## src/rtl/tx_pause_frame_gen_pkg.sv

```systemverilog
// MAC-control constants and state encoding shared by the tx PAUSE
// generator and the rx PAUSE decoder.
package tx_pause_frame_gen_pkg;

    localparam logic [47:0] PAUSE_DA     = 48'h0180C2000001;
    localparam logic [15:0] ETH_TYPE     = 16'h8808;
    localparam logic [15:0] OPCODE       = 16'h0001;
    localparam int          QUANTA_SHIFT = 3;
    localparam int          FRAME_BEATS  = 8;
    localparam logic [2:0]  LAST_BEAT    = 3'(FRAME_BEATS - 1);

    typedef enum logic [1:0] {
        IDLE,
        WAIT_GNT,
        SEND
    } pause_state_e;

    // Wire-order vector (octet 0 in the MSBs) to bus order (octet 0 in the LSBs).
    function automatic logic [63:0] wire_to_bus(input logic [63:0] w);
        logic [63:0] b;
        for (int n = 0; n < 8; n++) begin
            b[8*n +: 8] = w[63-8*n -: 8];
        end
        return b;
    endfunction

endpackage

```

## src/rtl/pause_beat_mux.sv

```systemverilog
// Combinational byte map of a PAUSE frame: beat index, station address
// and quanta to one 64-bit client-transmit beat.
module pause_beat_mux
    import tx_pause_frame_gen_pkg::*;
(
    input  logic        active_i,
    input  logic [2:0]  cnt_i,
    input  logic [47:0] mac_i,
    input  logic [15:0] quanta_i,
    output logic [63:0] data_o,
    output logic [7:0]  ben_o,
    output logic        sof_o,
    output logic        eof_o
);

    logic [63:0] wire_w;

    always_comb begin
        wire_w = '0;
        unique case (cnt_i)
            3'd0:    wire_w = {PAUSE_DA, mac_i[47:32]};
            3'd1:    wire_w = {mac_i[31:0], ETH_TYPE, OPCODE};
            3'd2:    wire_w = {quanta_i, 48'h0};
            default: wire_w = '0;
        endcase
    end

    always_comb begin
        data_o = '0;
        ben_o  = '0;
        sof_o  = 1'b0;
        eof_o  = 1'b0;
        if (active_i) begin
            data_o = wire_to_bus(wire_w);
            ben_o  = (cnt_i == LAST_BEAT) ? 8'h0F : 8'hFF;
            sof_o  = (cnt_i == 3'd0);
            eof_o  = (cnt_i == LAST_BEAT);
        end
    end

endmodule

```

## src/rtl/tx_pause_frame_gen.sv

```systemverilog
// 802.3x PAUSE frame generator on the 64-bit client transmit path.
// Build option PAUSE_REFRESH_EN adds self-refresh at half the pause time.
module tx_pause_frame_gen
    import tx_pause_frame_gen_pkg::*;
(
    input  logic        txclk,
    input  logic        reset,
    input  logic [47:0] MAC_Addr,
    input  logic        pause_req,
    input  logic [15:0] pause_quanta,
`ifdef PAUSE_REFRESH_EN
    input  logic        refresh_en,
`endif
    output logic        pause_busy,
    output logic        pause_sent,
    output logic        tx_req,
    input  logic        tx_gnt,
    input  logic        tx_ready,
    output logic [63:0] tx_data,
    output logic [7:0]  tx_ben,
    output logic        tx_sof,
    output logic        tx_eof
);

    pause_state_e state_q, state_d;
    logic [2:0]   cnt_q, cnt_d;
    logic [15:0]  quanta_q, quanta_d;
    logic [15:0]  shadow_q, shadow_d;
    logic         pend_q, pend_d;
    logic         gap_q, gap_d;
    logic         sent_q, sent_d;

    logic         req;
    logic         self_req;
    logic [15:0]  req_quanta;
    logic         accept;
    logic         last;

    assign accept = (state_q == SEND) && tx_ready;
    assign last   = accept && (cnt_q == LAST_BEAT);
    assign req    = pause_req || self_req;

`ifdef PAUSE_REFRESH_EN
    logic [18:0] ref_q, ref_d;
    logic [15:0] rq_q, rq_d;

    assign self_req   = refresh_en && (ref_q == 19'd1);
    assign req_quanta = pause_req ? pause_quanta : rq_q;

    // Reload at half the pause time of the frame just sent; Q=0 clears.
    always_comb begin
        ref_d = ref_q;
        rq_d  = rq_q;
        if (!refresh_en) begin
            ref_d = '0;
        end else if (last) begin
            ref_d = {3'b000, quanta_q} << (QUANTA_SHIFT - 1);
            rq_d  = quanta_q;
        end else if (ref_q != '0) begin
            ref_d = ref_q - 19'd1;
        end
    end

    always_ff @(posedge txclk or negedge reset) begin
        if (!reset) begin
            ref_q <= '0;
            rq_q  <= '0;
        end else begin
            ref_q <= ref_d;
            rq_q  <= rq_d;
        end
    end
`else
    assign self_req   = 1'b0;
    assign req_quanta = pause_quanta;
`endif

    always_comb begin
        state_d  = state_q;
        cnt_d    = cnt_q;
        quanta_d = quanta_q;
        shadow_d = shadow_q;
        pend_d   = pend_q;
        gap_d    = 1'b0;
        sent_d   = 1'b0;
        unique case (state_q)
            IDLE: begin
                if (req) begin
                    quanta_d = req_quanta;
                    state_d  = WAIT_GNT;
                end
            end
            WAIT_GNT: begin
                if (req) quanta_d = req_quanta;
                // gap_q keeps tx_req low for a cycle between back-to-back frames
                if (tx_gnt && !gap_q) begin
                    state_d = SEND;
                    cnt_d   = '0;
                end
            end
            SEND: begin
                if (req) begin
                    shadow_d = req_quanta;
                    pend_d   = 1'b1;
                end
                if (accept) cnt_d = cnt_q + 3'd1;
                if (last) begin
                    sent_d = 1'b1;
                    cnt_d  = '0;
                    if (req || pend_q) begin
                        quanta_d = req ? req_quanta : shadow_q;
                        pend_d   = 1'b0;
                        gap_d    = 1'b1;
                        state_d  = WAIT_GNT;
                    end else begin
                        state_d = IDLE;
                    end
                end
            end
            default: state_d = IDLE;
        endcase
    end

    always_ff @(posedge txclk or negedge reset) begin
        if (!reset) begin
            state_q  <= IDLE;
            cnt_q    <= '0;
            quanta_q <= '0;
            shadow_q <= '0;
            pend_q   <= 1'b0;
            gap_q    <= 1'b0;
            sent_q   <= 1'b0;
        end else begin
            state_q  <= state_d;
            cnt_q    <= cnt_d;
            quanta_q <= quanta_d;
            shadow_q <= shadow_d;
            pend_q   <= pend_d;
            gap_q    <= gap_d;
            sent_q   <= sent_d;
        end
    end

    assign tx_req     = ((state_q == WAIT_GNT) && !gap_q) || (state_q == SEND);
    assign pause_busy = (state_q != IDLE) || pend_q;
    assign pause_sent = sent_q;

    pause_beat_mux u_mux (
        .active_i (state_q == SEND),
        .cnt_i    (cnt_q),
        .mac_i    (MAC_Addr),
        .quanta_i (quanta_q),
        .data_o   (tx_data),
        .ben_o    (tx_ben),
        .sof_o    (tx_sof),
        .eof_o    (tx_eof)
    );

endmodule

```

## config.mk

```make
export PLATFORM = sky130hd
export DESIGN_NAME = tx_pause_frame_gen
export DESIGN_NICKNAME = d
export VERILOG_FILES = /design/src/rtl/tx_pause_frame_gen_pkg.sv /design/src/rtl/pause_beat_mux.sv /design/src/rtl/tx_pause_frame_gen.sv
export SDC_FILE = /design/constraint.sdc
export NUM_CORES = 1
export LEC_CHECK = 0
export CELL_PAD_IN_SITES_DETAIL_PLACEMENT = 2
export CELL_PAD_IN_SITES_GLOBAL_PLACEMENT = 2
export CORE_MARGIN = 10
export CORE_UTILIZATION = 23
export CTS_BUF_LIST = sky130_fd_sc_hd__clkbuf_16
export CTS_CLUSTER_SIZE = 12
export DETAILED_ROUTE_END_ITERATION = 6
export PLACE_DENSITY_LB_ADDON = 0.2
export RECOVER_POWER = 100
export SYNTH_ARGS = -nofsm -noshare
export SYNTH_HDL_FRONTEND = slang
export SYNTH_SLANG_ARGS = --single-unit
```

## constraint.sdc

```tcl
create_clock -name txclk -period 3.55 [get_ports txclk]
set_clock_uncertainty 0.2 [all_clocks]
set_input_delay 0.5325 -clock txclk [delete_from_list [all_inputs] [get_ports txclk]]
set_output_delay 0.5325 -clock txclk [all_outputs]
set_load 0.05 [all_outputs]
```

==> flow_summary.ini, run 1 <==
[power]
powerDensity_nw_per_um2 = 765
ir_drop_mv = 0.248
power_leakage_nw = 1.69

[floorplanning]
initial_core_util_pct = 23.3
dieArea_um2 = 15500
core_um2 = 10700
io_pins = 146
row_count = 38
die_w_um = 124
die_h_um = 124

[critical_path]
endpoint_kind = output pin
cp_max_fo = 16
slowest_delay_ns = 0.90
crit_required_ns = 2.82
worst-path-buf-inv = 3
critical-path-slowest-cell = dlygate4sd3_1
critical-path-top-delay-family = buffers and inverters
worst-setup-path-type = register to output pin
start_kind = register
critPathArrivalTime_ns = 2.58
path_cells = nand2b_1 > inv_2 > buf_4 > and2_1 > dlygate4sd3_1

[detailed_routing]
ant_nets = 0
vias = 2167
drt-total-wl_um = 9150
via_per_inst = 4.39
routedWlPerCell_um = 18.5
firstDrtPassIters = 3
drc = 0
drt_iter0_markers = 55

[sta]
drv_slew = 41
relSlewSlack_pct = -47.8
period_needed_ns = 3.31
final-hold-violation-count = 0
finalSetupTns_ns = 0
setup_violations = 0
worst_slew_pin_slew_ns = 2.22
fmax_mhz = 302
rsz0062_at_grt = false
period_share_pct = 93.2

[global_routing]
grtUsageTotal_pct = 11.6
grt_first_pass_wirelength_um = 14500
grt_max_degree = 41
globalRoute.totalOverflow = 0
antenna_found_initial = 0
first_global_vias = 2517

[cells_and_area]
diodes = 0
final_layout_size_suffix_gt1_share_pct = 23.7
final_common_cell = clkdlybuf4s50_1
nNetsFinal = 428
final_cell_mix = clkdlybuf4s50_1, mux2_2, dfrtp_1
fin_cells = 494
areaGrowthSynthToFinish_pct = 51.7

[place]
io_buffer_count = 133
dp.final_hpwl_um = 7210
gp_congestion = 0.697
placed_cells = 487

[clock_network]
path_clk_slew_ns = 0.06
clockRootBuffer = clkbuf_16
cts_tree = yes
htree_levels = 2
cts_resized = 0
cts_setup_buffers = 0
clock-sinks = 40
clockBufferDepth = 2
cts_made_buffers = 5
clk-insertion-delay-late_ns = 0.27
holdBufCountCts = 0

[yosys]
yosysTopAreaCell = dfrtp_1
synthArstFlopShare_pct = 100
syn_inst = 235
ys_seq_area_share_pct = 39.9
syn_area_um2 = 2510
synth_area_leaders = dfrtp_1, mux2_2, buf_4
ys_ff_latch = 40
synth_cell_types = 38
synth_edf_count = 0
ys.flop_type = dfrtp_1
avgSynthCellArea_um2 = 10.7
ys_warn_count = 0
synth_top_area_share_pct = 39.9

[status]
violations = max-capacitance violations, max-slew violations
status = finished with violations

[hold_path]
hold_class = register to register

[flow_run]
drv_cap = 1
logic make-up (layout without fill, tap and decap cells):
kind of cell | after synthesis | after routing | synth area share, %
compound gates | 29 | 29 | 8.38
fa+ha+maj | 5 | 5 | 2.49
buf+inv | 43 | 151 | 11.3
flops | 40 | 40 | 39.9
mux | 51 | 51 | 22.8
other cells | 1 | 12 | 0.149
simple gates | 66 | 66 | 15.0
layer usage:
metal	track usage, %	part of all wire (%)
met5	0	0
met4	2.88	0.59
met3	2.94	4.0
met2	21.2	54
met1	12.9	41
sequential cells by signal, summed over array words and instances, names as in the netlist:
signal and count:
pend_q 1, cnt_q 3, gap_q 1, state_q 2, quanta_q 16, pause_sent 1
shadow_q 16
Yosys cell counts (all sizes together) (4+ instances only):
| library cell | number |
|---|---|
| a21o | 4 |
| a22oi | 14 |
| and2 | 17 |
| and3 | 14 |
| buf | 33 |
| clkbuf | 6 |
| dfrtp | 40 |
| ha | 5 |
| inv | 4 |
| mux2 | 49 |
| nand2 | 4 |
| nor2 | 17 |
worst paths after layout:
check / from / end / slack, ns / depth (start not counted)
setup / recovery: state_q[0] / tx_eof / 0.24 / 5
hold / removal: shadow_q[9] / shadow_q[9] / 0.30 / 1
setup reg to reg: state_q[0] / shadow_q[8] / 0.97 / 5
hold reg to reg: shadow_q[9] / shadow_q[9] / 0.30 / 1
max in group asynchronous: reset / quanta_q[8] / 1.17 / 1
min in group asynchronous: reset / shadow_q[4] / 0.71 / 1
power breakdown:
group	internal (mW)	total [mW]	switching, mW
clock network	0.252	0.420	0.168
logic	0.624	1.70	1.08
registers	0.665	0.790	0.125
total	1.54	2.91	1.37
layout make-up:
class | count | area [um^2]
clock buffers | 5 | 125
repair buffers | 140 | 1210
inverters | 4 | 15.0
flip-flops and latches | 40 | 1000
clock inverters | 2 | 8.76
well taps | 140 | 175
multi-input cells | 163 | 1270
fillers | 1196 | 6940
metrics by stage:
step                cell area (um^2)  power, mW  utilization (%)  hold slack, ns  worst slack [ns]
floorplan                       2550       2.10                -          0.0369             0.688
global placement                3930       2.59             36.6           0.282             0.583
global route                    3800       3.11             35.4           0.322            0.0454
CTS                             4070       3.08             37.8           0.236             0.192
finish                          3800       2.91             35.4           0.298             0.242
detailed placement              3930       2.64             36.6           0.290             0.494
(Power assumes the default switching activity.)
==> run 2: changes to the inputs <==
--- a/config.mk
+++ b/config.mk
@@ -5,10 +5,13 @@
 export SDC_FILE = /design/constraint.sdc
 export NUM_CORES = 1
 export LEC_CHECK = 0
+export ABC_AREA = 1
+export CAP_MARGIN = 0
 export CELL_PAD_IN_SITES_DETAIL_PLACEMENT = 2
 export CELL_PAD_IN_SITES_GLOBAL_PLACEMENT = 2
+export CORE_ASPECT_RATIO = 1.4
 export CORE_MARGIN = 10
-export CORE_UTILIZATION = 23
+export CORE_UTILIZATION = 21
 export CTS_BUF_LIST = sky130_fd_sc_hd__clkbuf_16
 export CTS_CLUSTER_SIZE = 12
 export DETAILED_ROUTE_END_ITERATION = 6
==> run 2 against run 1 <==
  * The run still ends with max-capacitance violations, max-slew violations left
  * Synthesized cell count grew 80%
  * Sequential power shrank 4.4%
  * Sequential cell count is the same
  * Worst setup slack gained 0.029 ns
  * Sequential share of layout area shrank 1.1 points
  * Die area grew 16%
  * Count of clock-buffer cells in the layout is the same
  * Critical path type unchanged
  * Largest cell class unchanged
  * Highest routed layer unchanged
==> flow_summary.ini, run 2 <==
[status]
status = finished with violations
violations = max-capacitance violations, max-slew violations

[global_routing]
antenna_found_initial = 0
grtUsageTotal_pct = 12.8
first_global_vias = 3397
globalRoute.totalOverflow = 0
grt_first_pass_wirelength_um = 18300
grt_max_degree = 41

[critical_path]
cp_max_fo = 39
start_kind = register
r2r_start = state_q[0]
critical-path-slowest-cell = clkbuf_2
regToRegSetupSlack_ns = 1.02
worst-setup-path-type = register to output pin
worst-path-buf-inv = 4
r2r_end = quanta_q[0]
endpoint_kind = output pin
critPathArrivalTime_ns = 2.55
reg2reg_depth = 8
critical-path-top-delay-family = buffers and inverters
path_cells = inv_1 > nand2_2 > inv_1 > clkbuf_2 > clkbuf_2
crit_required_ns = 2.82
slowest_delay_ns = 0.66

[sta]
relSlewSlack_pct = -54.5
finalSetupTns_ns = 0
rsz0062_at_grt = false
hold_ws_ns = 0.281
drv_slew = 41
period_needed_ns = 3.28
final-hold-violation-count = 0
period_share_pct = 92.4
fin_ws_ns = 0.271
fmax_mhz = 305
setup_violations = 0
worst_slew_pin_slew_ns = 2.32

[clock_network]
cts_tree = yes
clockBufferDepth = 2
cts_made_buffers = 5
cts_setup_buffers = 0
cts_resized = 0
htree_levels = 2
clock-sinks = 40
holdBufCountCts = 0
clockRootBuffer = clkbuf_16
path_clk_slew_ns = 0.06
clk-insertion-delay-late_ns = 0.29

[detailed_routing]
firstDrtPassIters = 4
via_per_inst = 4.33
vias = 2998
drt-total-wl_um = 11700
routedWlPerCell_um = 16.8
drc = 0
drt_iter0_markers = 103
ant_nets = 0

[floorplanning]
die_w_um = 116
row_count = 49
io_pins = 146
die_h_um = 154
core_um2 = 12800
dieArea_um2 = 17900
initial_core_util_pct = 21.2

[cells_and_area]
final_common_cell = nand2_1
top_regs = quanta_q x16, shadow_q x16, cnt_q x3
final_layout_size_suffix_gt1_share_pct = 7.96
postLayoutCellArea_um2 = 3970
nNetsFinal = 613
areaGrowthSynthToFinish_pct = 46.5
final_cell_mix = nand2_1, clkdlybuf4s50_1, inv_1
diodes = 0

[yosys]
ys_warn_count = 0
syn_area_um2 = 2710
ys_ff_latch = 40
yosysMostFrequentCell = nand2_1
synth_top_area_share_pct = 37.0
syn_inst = 424
ys.flop_type = dfrtp_1
avgSynthCellArea_um2 = 6.39
synth_cell_types = 21
ys_seq_area_share_pct = 37.0
yosysTopAreaCell = dfrtp_1
synth_edf_count = 0
synthArstFlopShare_pct = 100
synth_area_leaders = dfrtp_1, nand2_1, o21ai_0
synthTopCellsByCount = nand2_1, inv_1, dfrtp_1, nor2_1, o21ai_0

[flow_run]
drv_cap = 1

[place]
dp.final_hpwl_um = 9400
placed_area_um2 = 4260
gp_congestion = 0.705
dp_slack_ns = 0.572
io_buffer_count = 133

[hold_path]
hold_depth = 2
hold_class = register to register
hold_start = quanta_q[0]
hold_end = quanta_q[0]

[power]
power_leakage_nw = 2.05
powerDensity_nw_per_um2 = 753
fin_total_pwr_mw = 2.99
ir_drop_mv = 0.199
-- run 2: cell count changes after synthesis, moves of 14 or more --
| cell | before | now |
|---|---|---|
| inv_1 | 3 | 49 |
| nand2_1 | 3 | 181 |
| o21ai_0 | 3 | 37 |
| mux2_2 | 48 | 0 |
| a22oi_1 | 14 | 0 |
| and3_1 | 14 | 0 |
| a21oi_1 | 2 | 17 |
| and2_1 | 16 | 0 |
| nor2_1 | 17 | 40 |
-- run 2: cells by family after synthesis --
kind of cell | share of synthesized area (%)
DFF | 37.0
AOI/OAI and AO/OA | 10.3
adders and majority gates | 2.31
and+or+nand+nor | 33.4
other | 0.138
buffers and inverters | 16.9
-- run 2: cell type report --
| cell class | instances | area (um^2) |
|---|---|---|
| repair buffers | 139 | 1150 |
| flip-flops and latches | 40 | 1000 |
| inverters | 50 | 188 |
| well taps | 153 | 191 |
| clock buffers | 5 | 125 |
| multi-input cells | 303 | 1290 |
| fillers | 1562 | 8790 |
| clock inverters | 3 | 13.8 |
-- run 2: report_power, final --
group / switching [mW] / total [mW] / leakage, nW / internal (mW)
Clock: 0.189 / 0.445 / 0.0710 / 0.256
Combinational: 1.34 / 1.79 / 1.48 / 0.449
Sequential: 0.103 / 0.755 / 0.502 / 0.653
Total: 1.63 / 2.99 / 2.05 / 1.36
-- run 2: worst max-delay path by stage --
stage | startpoint | endpoint | slack [ns] | cells past startpoint
floorplan | state_q[0] | tx_ben[5] | 0.82 | 6
global placement | cnt_q[1] | tx_data[21] | 0.72 | 7
detailed placement | cnt_q[1] | tx_data[17] | 0.57 | 10
CTS | cnt_q[1] | tx_data[17] | 0.25 | 10
global route | cnt_q[1] | tx_data[29] | 0.04 | 7
finish | state_q[0] | tx_ben[2] | 0.27 | 5
-- run 2: worst min-delay path, stage by stage (launching register included) --
cell and delay [ns]:
dfrtp_1 0.34, nand2_1 0.05, nand2_1 0.05
-- run 2: metal layers --
layer  global-route usage, %  wire (um)  up-vias
met4                    4.72        168        0
met5                       0          0        -
met1                    14.8       5150     1401
li1                        -          -     1468
met2                    21.4       5450      119
met3                    3.99        899       10
-- run 2: metrics by stage --
step                      utilization, %  instances
after floorplan                        -        435
after global placement              33.4        685
after detailed placement            33.4        685
after CTS                           34.5        693
after global routing                31.1        693
final                               31.1        693
==> run 3: changes to the inputs <==
--- a/config.mk
+++ b/config.mk
@@ -5,13 +5,12 @@
 export SDC_FILE = /design/constraint.sdc
 export NUM_CORES = 1
 export LEC_CHECK = 0
-export ABC_AREA = 1
 export CAP_MARGIN = 0
 export CELL_PAD_IN_SITES_DETAIL_PLACEMENT = 2
 export CELL_PAD_IN_SITES_GLOBAL_PLACEMENT = 2
 export CORE_ASPECT_RATIO = 1.4
 export CORE_MARGIN = 10
-export CORE_UTILIZATION = 21
+export CORE_UTILIZATION = 23
 export CTS_BUF_LIST = sky130_fd_sc_hd__clkbuf_16
 export CTS_CLUSTER_SIZE = 12
 export DETAILED_ROUTE_END_ITERATION = 6
==> run 3 against run 2 <==
  * The run still ends with max-capacitance violations, max-slew violations left
  * Count of clock-buffer cells in the layout stayed put
  * Sequential cell count stayed put
  * Die area is 13% lower
  * Global-route usage is 1.1 points lower
  * Critical endpoint is now tx_data[35]
  * Combinational power is 4% lower
  * Core utilization is 4.4 points higher
  * First-iteration DRC count is 63% lower
  * Highest routed layer unchanged
  * Register-to-register slack worse by 0.02 ns
  * Sequential share of layout area is 0.95 points higher
  * Worst hold slack better by 0.021 ns
  * Sequential power is 5.2% higher
  * Maximum frequency is 0.96% higher
==> flow_summary.ini, run 3 (synthesized netlist as in run 1, its figures left out) <==
[clock_network]
holdBufCountCts = 0
clockBufferDepth = 2
clk-insertion-delay-late_ns = 0.28
clockRootBuffer = clkbuf_16
htree_levels = 2
clock-sinks = 40
cts_resized = 0
path_clk_slew_ns = 0.06
cts_tree = yes
cts_setup_buffers = 0
cts_made_buffers = 5

[detailed_routing]
firstDrtPassIters = 4
drt_iter0_markers = 38
drc = 0
vias = 2229
ant_nets = 0
routedWlPerCell_um = 18.6
drt-total-wl_um = 9220
via_per_inst = 4.49

[sta]
setup_violations = 0
final-hold-violation-count = 0
relSlewSlack_pct = -50.2
fmax_mhz = 308
rsz0062_at_grt = false
finalSetupTns_ns = 0
period_share_pct = 91.5
period_needed_ns = 3.25
drv_slew = 41
worst_slew_pin_slew_ns = 2.25

[critical_path]
worst-setup-path-type = register to output pin
cp_max_fo = 7
critPathArrivalTime_ns = 2.52
regToRegSetupSlack_ns = 1.00
crit_required_ns = 2.82
cp-startpoint = cnt_q[1]
endpoint_kind = output pin
r2r_end = quanta_q[7]
r2r_start = state_q[1]
reg2reg_depth = 4
endpoint = tx_data[35]
start_kind = register

[status]
status = finished with violations
violations = max-capacitance violations, max-slew violations

[floorplanning]
die_w_um = 108
core_um2 = 10800
io_pins = 146
dieArea_um2 = 15500
die_h_um = 144
row_count = 45
initial_core_util_pct = 23.3

[cells_and_area]
final_cell_mix = clkdlybuf4s50_1, mux2_2, dfrtp_1
final_layout_size_suffix_gt1_share_pct = 23.9
fin_util_pct = 35.5
nNetsFinal = 429
fill_cells = 1164
final_common_cell = clkdlybuf4s50_1
diodes = 0
top_regs = quanta_q x16, shadow_q x16, cnt_q x3
areaGrowthSynthToFinish_pct = 52.4

[power]
power_leakage_nw = 1.71
ir_drop_mv = 0.193
powerDensity_nw_per_um2 = 766

[flow_run]
drv_cap = 1

[global_routing]
globalRoute.totalOverflow = 0
grt_first_pass_wirelength_um = 14300
grtUsageTotal_pct = 11.7
antenna_found_initial = 0
grt_max_degree = 41
first_global_vias = 2535

[place]
gp_congestion = 0.739
io_buffer_count = 133
dp.final_hpwl_um = 7330

[hold_path]
hold_depth = 1
hold_class = register to register
-- run 3: changes by cell type in the layout (fill, tap and decap cells not counted), moves of 14 or more --
cell	delta
and3_1	+14
nor2_1	-22
and2_0	+14
a22oi_1	+14
inv_1	-45
o21ai_0	-34
nand2_1	-177
mux2_2	+48
a21oi_1	-15
-- run 3: area by class of cell --
type / count / area (um^2) / share of cell area (%)
Tap cell: 141 / 176 / 4.62
Inverter: 4 / 15.0 / 0.393
Clock inverter: 2 / 8.76 / 0.229
Multi-Input combinational cell: 163 / 1270 / 33.3
Sequential cell: 40 / 1000 / 26.2
Clock buffer: 5 / 125 / 3.27
Timing Repair Buffer: 141 / 1220 / 32.0
-- run 3: report_power, final --
part           internal, mW  switching, mW
sequential            0.665          0.130
combinational         0.632           1.08
clock                 0.252          0.170
-- run 3: routing by layer --
layer / routed length (um) / global-route usage (%) / share of wire (%) / up-vias
met1: 3520 / 11.9 / 38 / 1100
met3: 837 / 4.35 / 9.1 / 5
met4: 89 / 3.34 / 0.97 / 0
li1: - / - / - / 1019
met2: 4770 / 21.5 / 52 / 105
met5: 0 / 0 / 0 / -
-- run 3: how the worst min path moves through the flow --
stage	end	startpoint	slack, ns
floorplan	cnt_q[0]	reset	0.04
global placement	shadow_q[4]	shadow_q[4]	0.28
detailed placement	shadow_q[12]	shadow_q[12]	0.29
CTS	state_q[1]	reset	0.24
global route	shadow_q[4]	shadow_q[4]	0.32
finish	shadow_q[15]	shadow_q[15]	0.30
-- run 3: critical path, stage by stage, from the launching register on --
cell and delay, ns:
dfrtp_1 0.40, inv_1 0.10, ha_1 0.21, nor2b_2 0.20
and2_0 0.38, dlygate4sd3_1 0.95
-- run 3: through the flow --
| step | hold WS [ns] | std cells | total power, mW | instance area (um^2) | setup WS, ns |
|---|---|---|---|---|---|
| 4_1_cts | 0.244 | 496 | 3.11 | 4080 | 0.270 |
| 3_5_place_dp | 0.292 | 489 | 2.66 | 3940 | 0.586 |
| 2_1_floorplan | 0.0369 | 246 | 2.10 | 2550 | 0.688 |
| 5_1_grt | 0.319 | 496 | 3.13 | 3820 | 0.131 |
| 3_3_place_gp | 0.282 | 489 | 2.62 | 3940 | 0.612 |
| 6_report | 0.301 | 496 | 2.93 | 3820 | 0.302 |
